--- src/rtl/mem_fifo_ctrl.sv ---
// FIFO controller in front of a 128x5 single-port sync_mem; registered valid/ready pop side.
// Optional MEM_FIFO_CTRL_FLUSH_EN adds a synchronous flush input that clears everything except out_data.
module mem_fifo_ctrl #(
  parameter int DW = 5,
  parameter int AW = 7
) (
  input  logic          clk,
  input  logic          reset,
`ifdef MEM_FIFO_CTRL_FLUSH_EN
  input  logic          flush,
`endif
  input  logic          in_valid,
  output logic          in_ready,
  input  logic [DW-1:0] in_data,
  output logic          out_valid,
  input  logic          out_ready,
  output logic [DW-1:0] out_data,
  output logic [AW:0]   level,
  output logic          mem_wr,
  output logic          mem_rd,
  output logic [AW-1:0] mem_addr,
  output logic [DW-1:0] mem_din,
  input  logic [DW-1:0] mem_dout
);

  localparam logic [AW:0] DEPTH = {1'b1, {AW{1'b0}}};

  typedef enum logic [1:0] {RD_IDLE, RD_WAIT, RD_HOLD} rd_state_t;

  rd_state_t     r_state;
  logic [AW-1:0] r_wr_ptr;
  logic [AW-1:0] r_rd_ptr;
  logic [AW:0]   r_level;
  logic          r_out_valid;
  logic [DW-1:0] r_out_data;

  logic w_flush;
  logic w_rd_issue;
  logic w_in_ready;
  logic w_wr;
  logic w_pop;

`ifdef MEM_FIFO_CTRL_FLUSH_EN
  assign w_flush = flush;
`else
  assign w_flush = 1'b0;
`endif

  // A read wins the single memory port; pushes stall for that cycle.
  assign w_rd_issue = !reset && !w_flush && (r_level != '0) &&
                      ((r_state == RD_IDLE) || ((r_state == RD_HOLD) && out_ready));
  assign w_in_ready = !reset && !w_flush && (r_level != DEPTH) && !w_rd_issue;
  assign w_wr       = in_valid && w_in_ready;
  assign w_pop      = r_out_valid && out_ready;

  assign in_ready  = w_in_ready;
  assign out_valid = r_out_valid;
  assign out_data  = r_out_data;
  assign level     = r_level;
  assign mem_wr    = w_wr;
  assign mem_rd    = w_rd_issue;
  assign mem_addr  = reset ? '0 : (w_rd_issue ? r_rd_ptr : r_wr_ptr);
  assign mem_din   = reset ? '0 : in_data;

  always_ff @(posedge clk) begin
    if (reset) begin
      r_state     <= RD_IDLE;
      r_wr_ptr    <= '0;
      r_rd_ptr    <= '0;
      r_level     <= '0;
      r_out_valid <= 1'b0;
      r_out_data  <= '0;
    end else if (w_flush) begin
      // out_data deliberately survives a flush
      r_state     <= RD_IDLE;
      r_wr_ptr    <= '0;
      r_rd_ptr    <= '0;
      r_level     <= '0;
      r_out_valid <= 1'b0;
    end else begin
      if (w_wr)       r_wr_ptr <= r_wr_ptr + 1'b1;
      if (w_rd_issue) r_rd_ptr <= r_rd_ptr + 1'b1;
      case ({w_wr, w_rd_issue})
        2'b10:   r_level <= r_level + 1'b1;
        2'b01:   r_level <= r_level - 1'b1;
        default: r_level <= r_level;
      endcase
      case (r_state)
        RD_IDLE: if (w_rd_issue) r_state <= RD_WAIT;
        RD_WAIT: begin
          r_out_data  <= mem_dout;
          r_out_valid <= 1'b1;
          r_state     <= RD_HOLD;
        end
        RD_HOLD: if (w_pop) begin
          r_out_valid <= 1'b0;
          r_state     <= w_rd_issue ? RD_WAIT : RD_IDLE;
        end
        default: r_state <= RD_IDLE;
      endcase
    end
  end

endmodule

--- config.mk ---
export PLATFORM = sky130hd
export DESIGN_NAME = mem_fifo_ctrl
export DESIGN_NICKNAME = d
export VERILOG_FILES = /design/src/rtl/mem_fifo_ctrl.sv
export SDC_FILE = /design/constraint.sdc
export NUM_CORES = 1
export LEC_CHECK = 0
export CORE_MARGIN = 5
export CORE_UTILIZATION = 49
export DETAILED_ROUTE_END_ITERATION = 8
export PLACE_DENSITY = 0.9
export RECOVER_POWER = 25
export SLEW_MARGIN = 20
export SYNTH_ARGS = -nofsm -noshare
export SYNTH_HDL_FRONTEND = slang
export SYNTH_SLANG_ARGS = --single-unit
--- constraint.sdc ---
create_clock -name clk -period 3.9 [get_ports clk]
set_input_delay 0.78 -clock clk [delete_from_list [all_inputs] [get_ports clk]]
set_output_delay 0.78 -clock clk [all_outputs]
set_load 0.005 [all_outputs]
# After elaboration in Yosys (flattened, before gate mapping)
# Cells that the tools add are included.
[totals]
ff_bits = 30
in_bits = 14
output_inout_bits = 29
wordCells = 43
[op_classes]
addsub = 4
n_eq_ne = 7
mux = 10
n_reduce_logical = 16
[op_table]
columns = ["cell", "n"]
rows = [
  ["$pmux 8 s2", 1],
  ["$add 7x1->7 const B", 2],
  ["$mux 7", 2],
  ["$add 8x1->8 const B", 1],
  ["$ne 8x8->1 const B", 1],
  ["$reduce_bool 8->1", 1],
  ["$sub 8x1->8 const B", 1],
  ["$logic_and 1x1->1", 7],
  ["$pmux 2 s3", 1],
  ["$mux 5", 1],
  ["$eq 2x1->1 const B", 2],
  ["$eq 2x2->1 const B", 2],
  ["$mux 2", 2],
  ["$ne 2x2->1 const B", 2],
  ["$reduce_and 2->1", 2],
  ["$reduce_bool 2->1", 2],
  ["$logic_not 1->1", 2],
  ["$logic_not 2->1", 1],
  ["$mux 1", 2],
  ["$pmux 1 s2", 1],
  ["$logic_or 1x1->1", 1],
]

# Depth between registers and ports, before layout
# Gate-level depths: netlist (run 1).
[depth]
ltp_word = 9
ltp_mapped = 13
depth_no_buf = 12

# Worst setup path after synthesis (run 1)
# No wires, ideal clock.
[synth_timing]
kind = "in2reg"
start = "input reset"
end = "register r_level[7] (netlist: level[7])"
setup_time_ps = 134
arrival_time_ps = 3194
t_required_ps = 3766
slack_ps = 572
path_stages = 12
path_cell_list = "clkbuf_1 > inv_1 > nand3_2 > inv_2 > clkbuf_1 > ha_1 > ha_1 > a21o_1 > a31o_1 > o21a_1 > o311ai_1 > o41ai_1"
[synth_via]
elab_chain_len = 8
elab_cells_between_ends = 11
cone_classes = "eq/ne: 2; mux: 1; reduce/logical: 8"
[synth_lines]
columns = ["element", "line", "rtl"]
rows = [
  ["start, declared", "8", "input logic reset,"],
  ["$logic_not 1->1 (*)", "50", "assign w_rd_issue = !reset && !w_flush && (r_level != '0) &&"],
  ["$logic_and 1x1->1 (*) (2 in a row)", "50", ""],
  ["via mem_rd", "20", "output logic mem_rd,"],
  ["$logic_not 1->1", "52", "assign w_in_ready = !reset && !w_flush && (r_level != DEPTH) && !w_rd_issue;"],
  ["$logic_and 1x1->1", "52", ""],
  ["$logic_and 1x1->1", "53", "assign w_wr = in_valid && w_in_ready;"],
  ["$eq 2x1->1 or $eq 2x2->1 (tied branches)", "83", "case ({w_wr, w_rd_issue})"],
  ["$pmux 8 s2 or $reduce_bool 2->1 (tied branches)", "-", ""],
  ["end signal, assigned", "84", "2'b10: r_level <= r_level + 1'b1;"],
  ["end signal, assigned", "85", "2'b01: r_level <= r_level - 1'b1;"],
  ["end signal, assigned", "86", "default: r_level <= r_level;"],
  ["end, declared", "33", "logic [AW:0] r_level;"],
]
# Mark *: on every way through the listed nets, which the timed path passes. The rest lies on a longest branch.
# A chain may end at the register's enable or synchronous reset.

# Worst setup path after layout (run 1)
[layout_timing]
start = "input reset"
end = "output mem_addr[2]"
[layout_via]
elab_chain_len = 5
[layout_lines]
columns = ["element", "line", "rtl"]
rows = [
  ["$logic_not 1->1", "50", ""],
  ["$logic_and 1x1->1 (2 in a row)", "50", ""],
  ["$mux 7", "62", "assign mem_addr = reset ? '0 : (w_rd_issue ? r_rd_ptr : r_wr_ptr);"],
  ["$mux 7 (*)", "62", ""],
  ["end, declared", "21", "output logic [AW-1:0] mem_addr,"],
]
# Mark *: on every way between the ends. The rest lies on a longest branch, timed or not.

==> results by group, run 1 <==
Outcome
  • Status: finished clean

Cells and area
  • Fillers: 305
  • Layout cell share with drive strength beyond 1: 6.800%
  • Nets@finish: about 270
  • Sequential cell area: roughly 600 um2
  • Area of the multi-input gates: between 0.001 and 0.0015 mm2
  • Area delta synth->final: 31.52%
  • Number of diodes: 0

STA
  • Relative slew slack: approximately 44%
  • Tcrit/Tclk final: between 90 and 100%
  • Hold slack: about 480 ps
  • Slew Viols, Final: 0
  • Hold Vio Cnt, Final: 0
  • F_max: approximately 280 MHz
  • Final setup fails: 0
  • Worst Tran Pin Value: ~840 ps
  • Setup TNS Final: 0 ps
  • Worst setup margin: around 340 ps
  • Unrepaired setup endpoints after global routing: false
  • Layout Skew: ~9 ps
  • Tmin final: between 3000 and 4000 ps

Setup path
  • Crit path capture type: output port
  • Crit Path Class: in2out
  • Reg2reg path depth: 12
  • CP endpoint: mem_addr[2]
  • Worst reg2reg setup slack: between 700 and 800 ps
  • Crit-path cells: dlygate4sd3_1 -> inv_1 -> clkbuf_1 -> nand2_1 -> o21ai_1 -> clkdlybuf4s50_1
  • Worst path required time: 3120 ps
  • RR Startpoint: level[3]
  • CP Depth: 6
  • CP Buf/Inv Count: 4
  • CP Launch Point: reset
  • CP arrival: about 2800 ps
  • Worst-path maximum fanout: 13
  • Slowest CP cell: dlygate4sd3_1
  • RR Endpoint: level[6]
  • CP top delay family: buffers and inverters
  • Worst setup SP type: input pin
  • Worst path max stage delay: approximately 620 ps

Die
  • Io pins: 43
  • Core ar.: 0.003363 mm2
  • Die height: ~70 um
  • Row count: 21
  • Die area: 0.004754 mm2
  • Starting density of the core: a little over 50%
  • Die Width: ~69 um

Synthesis
  • Adder-Cell Fraction of Synth Area: just under 8%
  • Mux contribution to synthesized area: 5.290%
  • Synth Area in Compound Gates: 16.75%
  • Syn. warnings: 0
  • Post-Syn Area: 0.001703 mm2
  • Number of flops mapped to enable cells by yosys: 0
  • Synth top cells by count: 30 x dfxtp_1, 27 x nand2_1, 21 x nor2_1
  • Simple-Gate Fraction of Synth Area: about a quarter
  • Largest family of logic cells by synthesized area: simple AND/OR/NAND/NOR gates
  • Most common cell in the netlist: dfxtp_1
  • Post-Synth XOR/XNOR Area: under 10%
  • Synth area leaders: dfxtp_1 35%, ha_1 6.6%, nand2_1 6.0%
  • Synthesized Nets: about 230
  • Synth async-reset ratio: 0%
  • Top_reg_cell synth: dfxtp_1
  • Post-Synthesis Cells: slightly above 200
  • Mean area per synthesized cell: between 8 and 9 um2
  • Yosys top cell area share: a little over a third
  • Yosys top cell by area: dfxtp_1
  • Distinct cells, synth: 45
  • Yosys reg bits: 30
  • Seq/Total Area, Yosys: 35.27%

Routing
  • Detail Route Antenna Nets: 0
  • Total number of vias: about 1600
  • DRT Pass-1 Iters: 5
  • Vias per cell: 5.314
  • DRT iter0 DRCs: 99
  • DR WL/cell: 13.24 um
  • Drt total wl: just under 4000 um
  • DRC viols: 0

Global route
  • Global-route wire length before repair: around 6200 um
  • Largest net degree at the start of global routing: 22
  • Number of global-route vias before repair: 1429
  • GRT Overall Usage: between 10% and 20%
  • Initial antenna violation count: 0
  • Gr ovfl total: 0

Clocking
  • Root Driver: clkbuf_4
  • CTS Hold Bufs: 0
  • Clock buffer depth: 2
  • Number of H-tree levels: 2
  • Total CTS buffers: 5
  • Post_cts resized: 0
  • Clock slew at reported path FFs: about 100 ps
  • Setup Buffers After CTS: 0
  • TritonCTS Sinks: 30
  • Worst-Skew Late Latency: about 340 ps
  • CTS tree: done

Power and ir drop
  • Clk network pwr share: a little over a tenth
  • NetSw: ~820 uW
  • Net Sw Frac: ~45%
  • Maximum vdd ir drop: 0.0006138 V
  • Leak: slightly below 0.9 nW
  • Power per Cell Area: 806.1 mW/mm2
  • P_int: approximately 1000 uW
  • Sequential fraction of design power: about a quarter
  • Combinational share of power: a little under two thirds

Placed design
  • RePlAce Congestion: a little under 0.9
  • DP Worst Slack: about 130 ps
  • Dpl hpwl: between 2000 and 3000 um
  • IO buf count: 42

Hold path
  • Worst Hold Class: reg2reg
  • Hold Crit Start: r_wr_ptr[2]

Job
  • Maxcap violations: 0
through the flow:
step | power [mW] | util [%] | instances | area, um2
floorplan | 1.251 | - | 203 | 1703
global placement | 1.578 | 65.03 | 288 | 2187
detailed placement | 1.613 | 65.03 | 288 | 2187
CTS | 1.816 | 66.93 | 296 | 2251
global route | 1.960 | 66.59 | 296 | 2240
finish | 1.805 | 66.59 | 296 | 2240
registers in the layout, indices dropped and copies added (netlist names):
name / count
r_state: 2
level: 8
r_rd_ptr: 7
out_valid: 1
out_data: 5
r_wr_ptr: 7
how the worst min path moves through the flow:
stage	end	slack (ps)	cells past startpoint
after floorplan	r_wr_ptr[2]	440	1
after global placement	r_wr_ptr[2]	460	1
after detailed placement	r_wr_ptr[2]	480	1
after CTS	r_wr_ptr[2]	490	1
after global routing	r_wr_ptr[2]	540	1
final	r_wr_ptr[2]	480	1
logic make-up after synthesis:
logic type	count (synthesis)
AND/OR/NAND/NOR	87
AO/OA/AOI/OAI	41
flip-flops	30
buffers and inverters	17
adder cells (fa/ha/maj)	10
XOR/XNOR	9
multiplexers	9
power groups by stage:
stage          sequential [mW]  combinational (mW)  clock (mW)
2_1_floorplan            0.459               0.792           0
3_3_place_gp             0.467                1.11           0
3_5_place_dp             0.469                1.14           0
4_1_cts                  0.463                1.15       0.200
5_1_grt                  0.476                1.27       0.217
6_report                 0.464                1.14       0.197
worst register-to-register path, delay by kind of cell (launching register included):
kind	cells	cell delay, ps
AO/OA/AOI/OAI	6	1170
adder cells (fa/ha/maj)	2	740
AND/OR/NAND/NOR	2	540
flip-flops	1	380
buffers and inverters	2	170
final cells by class:
type / count / share of cell area [%]
Multi-Input combinational cell: 156 / 46.31
Sequential cell: 30 / 26.82
Timing Repair Buffer: 47 / 19.94
Tap cell: 46 / 2.570
Clock buffer: 6 / 2.291
Inverter: 9 / 1.508
Clock inverter: 2 / 0.5587
placed cells by master, fill, tap and decap left out, types with 4 or more instances in the layout:
master / netlist / layout
a21oi_1: 15 / 15
clkbuf_4: 0 / 5
clkdlybuf4s50_1: 0 / 40
dfxtp_1: 30 / 30
ha_1: 9 / 9
inv_1: 8 / 8
mux2i_1: 9 / 9
nand2_1: 27 / 27
nand3_1: 8 / 8
nor2_1: 21 / 21
nor2b_1: 9 / 9
nor3_1: 4 / 4
o211ai_1: 4 / 4
xnor2_1: 7 / 7
per-layer routing:
metal | routed length (um) | part of all wire [%] | global-route usage [%] | up-vias
li1 | - | - | - | 809
met5 | 0 | 0 | 0 | -
met2 | 1797 | 46 | 28.10 | 48
met3 | 333 | 8.5 | 7.293 | 4
met4 | 42 | 1.1 | 5.839 | 0
met1 | 1744 | 45 | 21.17 | 712
Power figures use the tool's default switching activity.
==> inputs of run 2 (changes only) <==
--- a/config.mk
+++ b/config.mk
@@ -10,7 +10,7 @@
 export DETAILED_ROUTE_END_ITERATION = 8
 export PLACE_DENSITY = 0.9
 export RECOVER_POWER = 25
-export SLEW_MARGIN = 20
 export SYNTH_ARGS = -nofsm -noshare
 export SYNTH_HDL_FRONTEND = slang
 export SYNTH_SLANG_ARGS = --single-unit
+export TNS_END_PERCENT = 5
==> results of run 2 <==
The final DEF is identical to that of run 1; final timing and power are the same.
